**config.mk**
```make
export PLATFORM = sky130hd
export DESIGN_NAME = gpr_wb_queue
export DESIGN_NICKNAME = d
export VERILOG_FILES = /design/src/rtl/gpr_wb_queue_pkg.sv /design/src/rtl/gpr_wb_fifo.sv /design/src/rtl/gpr_wb_queue.sv
export SDC_FILE = /design/constraint.sdc
export NUM_CORES = 1
export LEC_CHECK = 0
export BUFFER_PORTS_ARGS = -buffer_cell sky130_fd_sc_hd__buf_2
export CORE_AREA = 3 3 116 173
export CTS_CLUSTER_SIZE = 28
export DETAILED_ROUTE_END_ITERATION = 10
export DIE_AREA = 0 0 119 176
export PLACE_DENSITY = 0.74
export SETUP_SLACK_MARGIN = 0.2
export SYNTH_ARGS = -nofsm -noshare
export SYNTH_HDL_FRONTEND = slang
export SYNTH_SLANG_ARGS = --single-unit
```
**constraint.sdc**
```tcl
create_clock -name clk -period 2.58 [get_ports clk]
set_clock_uncertainty 0.1 [all_clocks]
set_input_delay 0.516 -clock clk [delete_from_list [all_inputs] [get_ports clk]]
set_output_delay 0.516 -clock clk [all_outputs]
set_load 0.01 [all_outputs]
```
**src/rtl/gpr_wb_queue_pkg.sv**
```systemverilog
// Shared CPU definitions for the GPR writeback path: widths, register zero,
// and the writeback entry payload.
`timescale 1ns/1ps
package gpr_wb_queue_pkg;

    localparam int unsigned GPR_AW = 5;
    localparam int unsigned GPR_DW = 32;
    localparam int unsigned GPR_NUM = 32;

    localparam logic [GPR_AW-1:0] REG_ZERO = '0;

    typedef struct packed {
        logic [GPR_AW-1:0] adr;
        logic [GPR_DW-1:0] data;
    } wb_entry_t;

    // One-hot mask for a register address, used by the pending scoreboard.
    function automatic logic [GPR_NUM-1:0] adr_onehot(input logic [GPR_AW-1:0] adr);
        return GPR_NUM'(1) << adr;
    endfunction

endpackage

```
**src/rtl/gpr_wb_fifo.sv**
```systemverilog
// Synchronous FIFO of writeback entries. Pointers wrap modulo DEPTH
// (power of two); full and empty are told apart by the occupancy count.
`timescale 1ns/1ps
module gpr_wb_fifo
    import gpr_wb_queue_pkg::*;
#(
    parameter int unsigned DEPTH = 4
) (
    input  logic                    clk,
    input  logic                    rst,
    input  logic                    i_push,
    input  logic                    i_pop,
    input  wb_entry_t               i_din,
    output wb_entry_t               o_head,
    output logic                    o_full,
    output logic                    o_empty,
    output logic [$clog2(DEPTH):0]  o_count
);

    localparam int unsigned AW = $clog2(DEPTH);
    localparam int unsigned CW = AW + 1;

    wb_entry_t         r_mem [DEPTH];
    logic [AW-1:0]     r_wr_ptr;
    logic [AW-1:0]     r_rd_ptr;
    logic [CW-1:0]     r_count;
    logic              w_push;
    logic              w_pop;

    assign w_push  = i_push && !o_full;
    assign w_pop   = i_pop && !o_empty;
    assign o_full  = (r_count == CW'(DEPTH));
    assign o_empty = (r_count == '0);
    assign o_count = r_count;
    assign o_head  = r_mem[r_rd_ptr];

    // Pointer and occupancy update; simultaneous push and pop keeps the count.
    always_ff @(posedge clk or negedge rst) begin
        if (!rst) begin
            r_wr_ptr <= '0;
            r_rd_ptr <= '0;
            r_count  <= '0;
        end else begin
            if (w_push) r_wr_ptr <= r_wr_ptr + AW'(1);
            if (w_pop)  r_rd_ptr <= r_rd_ptr + AW'(1);
            case ({w_push, w_pop})
                2'b10:   r_count <= r_count + CW'(1);
                2'b01:   r_count <= r_count - CW'(1);
                default: r_count <= r_count;
            endcase
        end
    end

    // Entry storage; contents are don't-care while the slot is unoccupied.
    always_ff @(posedge clk) begin
        if (w_push) r_mem[r_wr_ptr] <= i_din;
    end

endmodule

```
**src/rtl/gpr_wb_queue.sv**
```systemverilog
// Register-file write-port controller: pipeline results take priority,
// long-latency results are queued and drained into idle write cycles, and a
// pending scoreboard flags registers still awaiting a long-latency result.
// Optional macro GPR_WB_BYPASS_EN adds write-cycle bypass outputs.
`timescale 1ns/1ps
module gpr_wb_queue
    import gpr_wb_queue_pkg::*;
#(
    parameter int unsigned DEPTH = 4
) (
    input  logic                    clk,
    input  logic                    rst,
    input  logic                    pipe_wr,
    input  logic [GPR_AW-1:0]       pipe_adr,
    input  logic [GPR_DW-1:0]       pipe_data,
    input  logic                    iss_valid,
    input  logic [GPR_AW-1:0]       iss_adr,
    input  logic                    lu_valid,
    input  logic [GPR_AW-1:0]       lu_adr,
    input  logic [GPR_DW-1:0]       lu_data,
    output logic                    lu_ready,
    input  logic [GPR_AW-1:0]       rd_adr1,
    input  logic [GPR_AW-1:0]       rd_adr2,
    output logic                    busy1,
    output logic                    busy2,
    output logic                    GPRWr,
    output logic [GPR_AW-1:0]       DATA_WRITE_ADR,
    output logic [GPR_DW-1:0]       DATA_WRITE,
    output logic [$clog2(DEPTH):0]  fifo_count
`ifdef GPR_WB_BYPASS_EN
    ,
    output logic                    byp_hit1,
    output logic                    byp_hit2,
    output logic [GPR_DW-1:0]       byp_data1,
    output logic [GPR_DW-1:0]       byp_data2
`endif
);

    logic                 w_pipe_sel;
    logic                 w_pop;
    logic                 w_push;
    logic                 w_full;
    logic                 w_empty;
    wb_entry_t            w_head;
    wb_entry_t            w_lu_entry;
    logic [GPR_NUM-1:0]   w_pending_nxt;
    logic [GPR_NUM-1:0]   r_pending;
    logic                 r_wr;
    logic [GPR_AW-1:0]    r_adr;
    logic [GPR_DW-1:0]    r_data;

    // Register-zero writes from the pipeline are ignored so the FIFO may drain.
    assign w_pipe_sel = pipe_wr && (pipe_adr != REG_ZERO);
    assign w_pop      = !w_pipe_sel && !w_empty;
    // Results for register zero complete the handshake but are dropped.
    assign w_push     = lu_valid && !w_full && (lu_adr != REG_ZERO);
    assign lu_ready   = !w_full;
    assign w_lu_entry = '{adr: lu_adr, data: lu_data};

    gpr_wb_fifo #(
        .DEPTH   (DEPTH)
    ) u_fifo (
        .clk     (clk),
        .rst     (rst),
        .i_push  (w_push),
        .i_pop   (w_pop),
        .i_din   (w_lu_entry),
        .o_head  (w_head),
        .o_full  (w_full),
        .o_empty (w_empty),
        .o_count (fifo_count)
    );

    // Scoreboard next state: clear on FIFO selection, then set on issue.
    always_comb begin
        w_pending_nxt = r_pending;
        if (w_pop) begin
            w_pending_nxt = w_pending_nxt & ~adr_onehot(w_head.adr);
        end
        if (iss_valid) begin
            w_pending_nxt = w_pending_nxt | adr_onehot(iss_adr);
        end
        w_pending_nxt[0] = 1'b0;
    end

    // Scoreboard register.
    always_ff @(posedge clk or negedge rst) begin
        if (!rst) begin
            r_pending <= '0;
        end else begin
            r_pending <= w_pending_nxt;
        end
    end

    // Write-port output registers: pipeline first, then FIFO head, else idle.
    always_ff @(posedge clk or negedge rst) begin
        if (!rst) begin
            r_wr   <= 1'b0;
            r_adr  <= '0;
            r_data <= '0;
        end else if (w_pipe_sel) begin
            r_wr   <= 1'b1;
            r_adr  <= pipe_adr;
            r_data <= pipe_data;
        end else if (w_pop) begin
            r_wr   <= 1'b1;
            r_adr  <= w_head.adr;
            r_data <= w_head.data;
        end else begin
            r_wr   <= 1'b0;
        end
    end

    assign GPRWr          = r_wr;
    assign DATA_WRITE_ADR = r_adr;
    assign DATA_WRITE     = r_data;

    assign busy1 = (rd_adr1 != REG_ZERO) && r_pending[rd_adr1];
    assign busy2 = (rd_adr2 != REG_ZERO) && r_pending[rd_adr2];

`ifdef GPR_WB_BYPASS_EN
    // Forward the value being written this cycle; the register file read
    // would still return the old contents.
    assign byp_hit1  = r_wr && (r_adr == rd_adr1) && (rd_adr1 != REG_ZERO);
    assign byp_hit2  = r_wr && (r_adr == rd_adr2) && (rd_adr2 != REG_ZERO);
    assign byp_data1 = r_data;
    assign byp_data2 = r_data;
`endif

endmodule

```
; Word level (Yosys, flattened, before mapping)
; Memories as Yosys holds them, arrays and structs flattened.
; Index checks and enable logic that the tools add are counted.
; W data, S select, Z words.
[totals]
input_bits = 94
ramBits = 148
output_inout_bits = 44
wordCells = 55
register_bits = 76
n_memories = 1
[op_classes]
n_mux = 15
bitwise = 3
addsub = 4
shift = 2
n_eq_ne = 3
n_lt_le_gt_ge = 2
reduce_logical = 18
[mem_list]
columns = name, words, word_bits, read_ports, rd_clocked_by_memory_dff, wr, line_no
row1 = u_fifo.r_mem, 4, 37, 1, 0, 1, gpr_wb_fifo.sv:23  ; wb_entry_t r_mem [DEPTH];
[ops]
columns = operator, n
row1 = $mux W32, 4
row2 = $shl A1 B5 Y32 const A, 2
row3 = $and A32 B32 Y32, 1
row4 = $not A32 Y32, 1
row5 = $or A32 B32 Y32, 1
row6 = $reduce_bool A5 Y1, 4
row7 = $lt A5 B6 Y1 const B, 2
row8 = $bmux W1 S5, 2
row9 = $mux W5, 2
row10 = $logic_and A1 B1 Y1, 8
row11 = $mux W1, 6
row12 = $pmux W3 S2, 1
row13 = $add A2 B1 Y2 const B, 2
row14 = $reduce_bool A2 Y1, 2
row15 = $add A3 B1 Y3 const B, 1
row16 = $eq A3 B3 Y1 const B, 1
row17 = $logic_not A1 Y1, 3
row18 = $logic_not A3 Y1, 1
row19 = $sub A3 B1 Y3 const B, 1
row20 = $eq A2 B1 Y1 const B, 1
row21 = $eq A2 B2 Y1 const B, 1

; Logic depth before layout (Yosys ltp)
; Gate-level depths: netlist of the first run.
[logic_depth]
ltp_word = 7
ltp_mapped = 10
depth_no_buf = 10

; Modules after synthesis
; Synthesis of the first run repeated with hierarchy kept, for this count alone.
[unflattened]
cells_unflattened = 641
hier_area_um2 = 9618.0
[modules_own_cells]
columns = module, n_inst, area_per_inst_um2, cells_per_inst, seq_area_each_um2
row1 = gpr_wb_fifo, 1, 5754.3, 231, 4619.4
row2 = gpr_wb_queue, 1, 3863.7, 410, 1726.7

; Worst setup path after synthesis of the first run
; OpenSTA, ideal clock, no wires.
[synth_timing]
path_type = input-to-output
start = input port rd_adr1[0]
end = output port busy1
n_path_buf = 1
t_required_ps = 1964
path_stages = 4
t_arrival_ps = 2111
path_slack_ps = -147
cell_sequence = clkbuf_1 -> mux4_2 -> mux2_2 -> a311o_1
[synth_via]
elab_chain_len = 3
elab_cells_between_ends = 4
cone_classes = 2 x mux / 2 x reduce/logical
[synth_lines]
columns = element, line_no
row1 = "start, declared", gpr_wb_queue.sv:22  ; input logic [GPR_AW-1:0] rd_adr1,
row2 = $bmux W1 S5, gpr_wb_queue.sv:118  ; assign busy1 = (rd_adr1 != REG_ZERO) && r_pending[rd_adr1];
row3 = $mux W1 (implied by the code), gpr_wb_queue.sv:118
row4 = $logic_and A1 B1 Y1 (*), gpr_wb_queue.sv:118
row5 = "end, declared", gpr_wb_queue.sv:24  ; output logic busy1,
; Every way passes the cells marked *; elsewhere a longest branch is shown, timed or not. The select of a mux whose other input is x is not followed.

; Worst setup path after layout of the first run
[layout_timing]
start = register r_pending[10]
end = output port busy2
[layout_via]
elab_chain_len = 3
[layout_lines]
columns = element, line_no
row1 = "start, declared", gpr_wb_queue.sv:47  ; logic [GPR_NUM-1:0] r_pending;
row2 = "start signal, assigned", gpr_wb_queue.sv:91  ; r_pending <= w_pending_nxt;
row3 = $bmux W1 S5, gpr_wb_queue.sv:119  ; assign busy2 = (rd_adr2 != REG_ZERO) && r_pending[rd_adr2];
row4 = $mux W1 (implied by the code), gpr_wb_queue.sv:119
row5 = $logic_and A1 B1 Y1, gpr_wb_queue.sv:119
row6 = "end, declared", gpr_wb_queue.sv:25  ; output logic busy2,
; Every way passes these cells. The select of a mux whose other input is x is not followed.

==> results.txt, run 1 <==
Status -> finished with violations
Violated checks -> hold timing, setup timing
Hold Path Class -> in2async
CTS max path bufs -> 3
Final wirelength -> 21100 microns
Setup ws final -> -0.127 ns
Pre-CTS worst setup slack -> -0.0852 ns
Syn nets -> 681
Antenna-violating nets left -> 0
First drt pass iteration count -> 5
Post-synth EDFFs -> 148
Crit path arrival time -> 2.09 ns
DRC -> 0
Die H -> 176 microns
RSZ-0062 raised after global routing -> true
Count of final setup violators -> 2
Crit end category -> output port
Sequential element share of the synthesized area -> 0.673
Detailed Route Iter0 Violations -> 429
CTS tree -> yes
Setup TNS Final -> -0.245 ns
H-tree Lvls -> 1
Global route total overflow -> 0
Syn Inst Count -> 581
Ys async rst share -> 0.339
Vias in the first global route -> 6264
Hold slack -> -0.0171 ns
GRT Resource Usage Total -> 0.205
First-pass GRT wire length -> 34000 microns
CTS Buf Count -> 21
Final Critical Period -> 2.71 ns
Final HPWL DP -> 14500 microns
Clock root cell -> clkbuf_16
Vias per std cell -> 5.75
FMAX -> 369 MHz
Worst-path clk slew -> 0.06 ns
Worst-skew pair later-pin latency -> 0.49 ns
LEAKAGE -> 4.40 nW
Die area -> 20900 sq um
Number of max-cap violations -> 0
Pin count of the biggest net entering global routing -> 74
Clk sinks -> 224
Kind of critical path -> reg2out
Share of layout cells above drive strength 1 -> 0.368
Yosys cell types -> 44
Cts hold-fix bufs -> 0
Pwr Total -> 0.0123 W
Cell area after synthesis -> 9430 sq um
Routed via count -> 5758
Critical Path RT -> 1.96 ns
Synth Area per Inst -> 16.2 sq um
Synth Flop Type -> edfxtp_1
YS warnings -> 0
Starting Density -> 0.504
Placeable Area -> 18700 sq um
Post-DR wirelength/cell -> 21.0 microns
Final Hold Fails -> 19
Most common cell after layout, fill and taps aside -> edfxtp_1
Synthesis-to-layout area growth -> 19.8%
Cell Pwr Density -> 1090 nW/um^2
Worst Path Max Fanout -> 3
Routability cong. -> 0.877
Peak VDD IR -> 0.686 mV
Commonest non-fill, non-tap cells in the layout -> 148 x edfxtp_1, 136 x buf_2, 74 x dfrtp_1, 50 x mux4_2, 41 x nor2_1
Max-slew violations -> 0
Critical Path Start Type -> flip-flop
Initial antenna violation count -> 4
Post-route clock period utilization -> 1.05
Die width -> 119 microns
Layout net count -> 833
Max_slew headroom -> 0.521
Row Count -> 61
Slew @ Worst Pin -> 0.718 ns
Number of port buffers -> 137
#FFs+latches synth -> 224
Ports -> 138
==> through the flow <==
stage	hold WS (ns)	util	std cells	cell area (sq um)
3_5_place_dp	0.425	0.565	957	10600
2_1_floorplan	0.120	-	581	9450
3_3_place_gp	0.402	0.565	957	10600
6_report	-0.0171	0.604	1002	11300
4_1_cts	0.0138	0.601	996	11200
5_1_grt	0.0206	0.604	1002	11300
==> cells in the mapped netlist (2+ instances only) <==
cell type,n,share of area
a21oi_1,35,0.019
clkbuf_1,26,0.010
o31ai_1,38,0.030
nor2_1,41,0.016
a2111oi_0,2,0.0019
and2_1,4,0.0027
xor2_1,3,0.0028
o22ai_1,2,0.0013
buf_2,2,0.0011
nor4bb_1,2,0.0021
mux2i_1,38,0.040
a22o_1,5,0.0046
or3_1,5,0.0033
a311o_1,2,0.0021
o21ai_0,17,0.0090
inv_1,8,0.0032
dfrtp_1,76,0.20
a311oi_1,2,0.0019
nand2b_1,7,0.0046
mux2_2,7,0.0084
nand3_1,3,0.0016
ha_1,5,0.0066
xnor2_1,3,0.0028
edfxtp_1,148,0.47
nand2_1,19,0.0076
nor3b_1,2,0.0016
buf_1,10,0.0040
nand3b_1,3,0.0024
mux4_2,50,0.12
nor4_1,2,0.0013
==> registers in the layout (all words and copies together) (netlist names) <==
name	flops
u_fifo.o_count	3
DATA_WRITE	32
u_fifo.r_rd_ptr	2
u_fifo.r_wr_ptr	2
r_pending	31
DATA_WRITE_ADR	5
u_fifo.r_mem	148
GPRWr	1
==> cell type report <==
type                            instances  area (sq um)
Fill cell                            1392          7400
Sequential cell                       224          6350
Clock buffer                           27           568
Timing Repair Buffer                  168          1000
Clock inverter                         10          62.6
Tap cell                              252           315
Inverter                                8          30.0
Antenna cell                            3          7.51
Multi-Input combinational cell        310          2960
==> cell families after synthesis <==
family,Yosys count,synth area share
AO/OA/AOI/OAI,106,0.0727
flip-flops,224,0.673
XOR/XNOR,6,0.00558
buffers and inverters,47,0.0198
adder cells (fa/ha/maj),6,0.00876
AND/OR/NAND/NOR,96,0.0491
multiplexers,96,0.171
==> final timing paths <==
check / from / end / slack, ns / depth (start not counted)
setup / recovery: r_pending[10] / busy2 / -0.13 / 5
hold / removal: rst / r_pending[20] / -0.02 / 1
setup reg to reg: u_fifo.r_rd_ptr[0] / r_pending[4] / 0.25 / 4
hold reg to reg: r_pending[8] / r_pending[8] / 0.44 / 1
max in group asynchronous: rst / DATA_WRITE_ADR[0] / 1.64 / 2
min in group clk: lu_data[5] / u_fifo.r_mem[2][5] / 0.14 / 1
==> power breakdown <==
group	leakage [nW]	internal [W]	switching (W)	total, W
clock	0.290	0.00156	0.00126	0.00282
sequential	2.24	0.00487	0.000540	0.00541
combinational	1.87	0.00196	0.00215	0.00411
==> per-layer routing <==
layer  vias to the layer above  share of wire  track usage
li1                       2582              -            -
met1                      2907           0.37        0.240
met2                       228           0.55        0.385
met3                        39          0.050       0.0333
met4                         2          0.025       0.0614
met5                         -        0.00062            0
==> worst max-delay path: stages, from the launching register on <==
cell	delay [ns]
dfrtp_1	0.43
mux4_2	0.48
o22ai_2	0.16
a2111oi_2	0.05
a311o_1	0.34
buf_2	0.14
==> repair_timing <==
item	4_1_cts	5_1_grt
pin swaps	6	1
buffers inserted	2	3
resized for setup	7	5
cloned	0	0
setup endpoints to repair	5	18
Note: power is estimated with default switching activity, not from simulation.
==> run 2, diff against run 1 <==
Settings changed: PLACE_DENSITY 0.74 to 0.75, SYNTH_HIERARCHICAL set to 1.
==> run 2 against run 1 <==
  * The run ends with setup timing left
  * Cell area rose by 3.2%
  * Count of clock-buffer cells in the layout rose by 1
  * Maximum frequency rose by 0.17%
  * Total power rose by 6.9%
  * Sequential cell count did not move
  * Core utilization rose by 1.9 points
  * Setup slack improved by 0.0046 ns
  * Area after synthesis rose by 2.0%
  * Die area did not move
  * Hold slack improved by 0.15 ns
  * Final cell count rose by 6.6%
  * Combinational power rose by 7.1%
  * Critical path type unchanged
  * Largest cell class unchanged
==> results.txt, run 2 <==
Max incr delay on CP -> 0.51 ns (+0.03 ns)
Final wirelength -> 22700 microns (+7.6%)
Worst-skew pair later-pin latency -> 0.49 ns (about the same)
Die area -> 20900 sq um (unchanged)
Max reg flops -> 148 (unchanged)
CTS max path bufs -> 3 (unchanged)
Syn Inst Count -> 641 (+10%)
Max_slew headroom -> 0.355 (-0.166)
Share of the synthesized area in the top cell type -> 0.462 (-0.00932)
Sequential element share of the synthesized area -> 0.660 (-0.0133)
Synthesis-to-layout area growth -> 21.2%
Area contributors post-synth -> edfxtp_1 46%, dfrtp_1 20%, mux4_2 9.6%
Register with the most flip-flops -> u_fifo/r_mem
Crit path arrival time -> 2.09 ns (about the same)
CP Launch Point -> r_pending[2]
Syn nets -> 741 (+8.8%)
Most frequent cell after synthesis -> edfxtp_1
Critical Path RT -> 1.96 ns (about the same)
Yosys cell types -> 49 (+11%)
Max-slew violations -> 0 (unchanged)
P_sw -> 0.00419 W (+6.1%)
Ports -> 138 (unchanged)
Crit end category -> output port
Slew @ Worst Pin -> 0.968 ns (+0.249 ns)
Vias per std cell -> 5.79 (+0.83%)
YS warnings -> 6 (+6)
Final Critical Period -> 2.70 ns (-0.00457 ns)
Kind of critical path -> reg2out
Post-synth top area cell -> edfxtp_1
Clock power share -> 0.256 (+0.028)
Share of layout cells above drive strength 1 -> 0.347 (-0.0209)
FMAX -> 370 MHz (+0.17%)
Pin count of the biggest net entering global routing -> 102 (+38%)
Number of max-cap violations -> 0 (unchanged)
Row Count -> 61 (unchanged)
Post-synth EDFFs -> 148 (unchanged)
CP cell instances -> mux4_2 > o22ai_4 > a2111oi_2 > a221o_1 > buf_2
Synth Flop Type -> edfxtp_1
H-tree Lvls -> 1 (unchanged)
Status -> finished with violations
Starting Density -> 0.514 (+0.0102)
RSZ-0062 raised after global routing -> true
Min-delay src -> pipe_data[15]
Critical Path Start Type -> flip-flop
Number of port buffers -> 137 (unchanged)
Sw frac -> 0.317 (-0.00251)
LEAKAGE -> 4.49 nW (+2.1%)
Cell Pwr Density -> 1130 nW/um^2 (+3.6%)
Internal -> 0.00900 W (+7.3%)
Clock root cell -> clkbuf_16
Global route total overflow -> 0 (unchanged)
Commonest non-fill, non-tap cells in the layout -> 148 x edfxtp_1, 136 x buf_2, 108 x nand2_1, 74 x dfrtp_1, 48 x mux2i_1
Post-DR wirelength/cell -> 21.2 microns (+0.98%)
Worst r2r src -> u_fifo/r_rd_ptr[0]
FILL cells -> 1359 (-2.4%)
Clk sinks -> 224 (unchanged)
Routability cong. -> 0.911 (+3.8%)
Logic pwr share -> 0.333 (about the same)
Cell area after synthesis -> 9620 sq um (+2.0%)
Setup ws final -> -0.123 ns (+0.00457 ns)
Hold Path Class -> in2reg
First-pass GRT wire length -> 36000 microns (+5.7%)
Final HPWL DP -> 15400 microns (+6.4%)
Peak VDD IR -> 0.802 mV (+17%)
Die width -> 119 microns (unchanged)
Post-layout util -> 0.623 (+0.0192)
Detailed Route Iter0 Violations -> 376 (-12%)
Worst-path clk slew -> 0.06 ns (about the same)
Vias in the first global route -> 6625 (+5.8%)
Seq pwr share -> 0.411 (-0.027)
#FFs+latches synth -> 224 (unchanged)
Placeable Area -> 18700 sq um (unchanged)
CTS Buf Count -> 22 (+4.8%)
Top cells by instance count after synthesis -> 148 x edfxtp_1, 108 x nand2_1, 76 x dfrtp_1
Worst Path Max Fanout -> 3 (unchanged)
Violated checks -> setup timing
Post-route clock period utilization -> 1.05 (-0.00177)
First drt pass iteration count -> 5 (unchanged)
Final Hold Fails -> 0 (-19)
Die H -> 176 microns (unchanged)
Antenna-violating nets left -> 0 (unchanged)
Synth Area per Inst -> 15.0 sq um (-7.5%)
Ys async rst share -> 0.339 (unchanged)
CP max-delay cell -> mux4_2
Layout net count -> 899 (+7.9%)
CTS tree -> yes
GRT Resource Usage Total -> 0.218 (+0.0134)
Initial antenna violation count -> 1 (-3)
DRC -> 0 (unchanged)
Count of final setup violators -> 2 (unchanged)
Hold slack -> 0.128 ns (+0.145 ns)
Most common cell after layout, fill and taps aside -> edfxtp_1
Routed via count -> 6188 (+7.5%)
[run 2: cell count changes after synthesis, sizes merged, moves of 5 or more]
cell	delta
nand2	+89
a21oi	-34
nor2	-30
o41ai	+15
mux2i	+10
mux4	-10
nor2b	+9
buf	+5
o31ai	-22
o21ai	+21
[run 2: cell families after synthesis]
| logic type | synth area share |
|---|---|
| flops | 0.660 |
| simple gates | 0.0770 |
| mux | 0.156 |
| compound gates | 0.0674 |
| buf+inv | 0.0252 |
| xor+xnor | 0.00546 |
| fa+ha+maj | 0.00859 |
[run 2: metal layers]
layer	up-vias	share of wire	global-route usage
met5	-	0	0
met4	0	0.035	0.0855
met3	57	0.048	0.0295
met2	244	0.56	0.415
met1	3122	0.35	0.245
li1	2765	-	-
[run 2: power groups by stage]
stage | clock network, W | registers [W] | logic (W)
after detailed placement | 0 | 0.00547 | 0.00421
after floorplan | 0 | 0.00540 | 0.00277
after global routing | 0.00358 | 0.00551 | 0.00476
after global placement | 0 | 0.00539 | 0.00409
after CTS | 0.00344 | 0.00542 | 0.00432
final | 0.00337 | 0.00542 | 0.00440
[run 2: area by class of cell]
| class | instances | area, sq um | area share |
|---|---|---|---|
| inverter | 9 | 33.8 | 0.00290 |
| tap | 252 | 315 | 0.0270 |
| clock buffer | 28 | 614 | 0.0527 |
| clock inverter | 12 | 166 | 0.0143 |
| timing repair buffer | 176 | 1060 | 0.0908 |
| antenna | 1 | 2.50 | 0.000215 |
| sequential | 224 | 6350 | 0.545 |
| multi-input combinational | 366 | 3120 | 0.267 |
[run 2: worst paths after layout]
path	depth (start not counted)	slack, ns	end
max in group asynchronous	3	1.31	r_pending[27]
hold reg to reg	2	0.43	r_pending[15]
setup / recovery	5	-0.12	busy2
hold / removal	3	0.13	DATA_WRITE[15]
min in group asynchronous	2	0.45	r_pending[8]
setup reg to reg	4	0.29	r_pending[5]
[run 2: worst max-delay path, delay by kind of cell, from the launching register on]
family,cells,cell delay (ns)
AO/OA/AOI/OAI,3,0.52
flip-flops,1,0.43
multiplexers,1,0.51
buffers and inverters,1,0.14
[run 2: timing repair]
action,CTS,global route
buffers inserted,3,6
pin swaps,3,4
endpoints found under the setup margin,2,5
endpoints found under the hold margin,37,0
hold buffers,1,0
gates resized for setup,10,4
[run 2: per-stage QoR]
| stage | cells | power, W | setup TNS, ns | instance area, sq um | worst slack, ns |
|---|---|---|---|---|---|
| after floorplan | 641 | 0.00818 | -0.543 | 9650 | -0.321 |
| after global placement | 1017 | 0.00947 | -0.297 | 10700 | -0.204 |
| after detailed placement | 1017 | 0.00969 | -1.58 | 10700 | -0.305 |
| after CTS | 1061 | 0.0132 | -0.173 | 11600 | -0.0899 |
| after global routing | 1068 | 0.0139 | -0.330 | 11700 | -0.180 |
| final | 1068 | 0.0132 | -0.245 | 11700 | -0.123 |
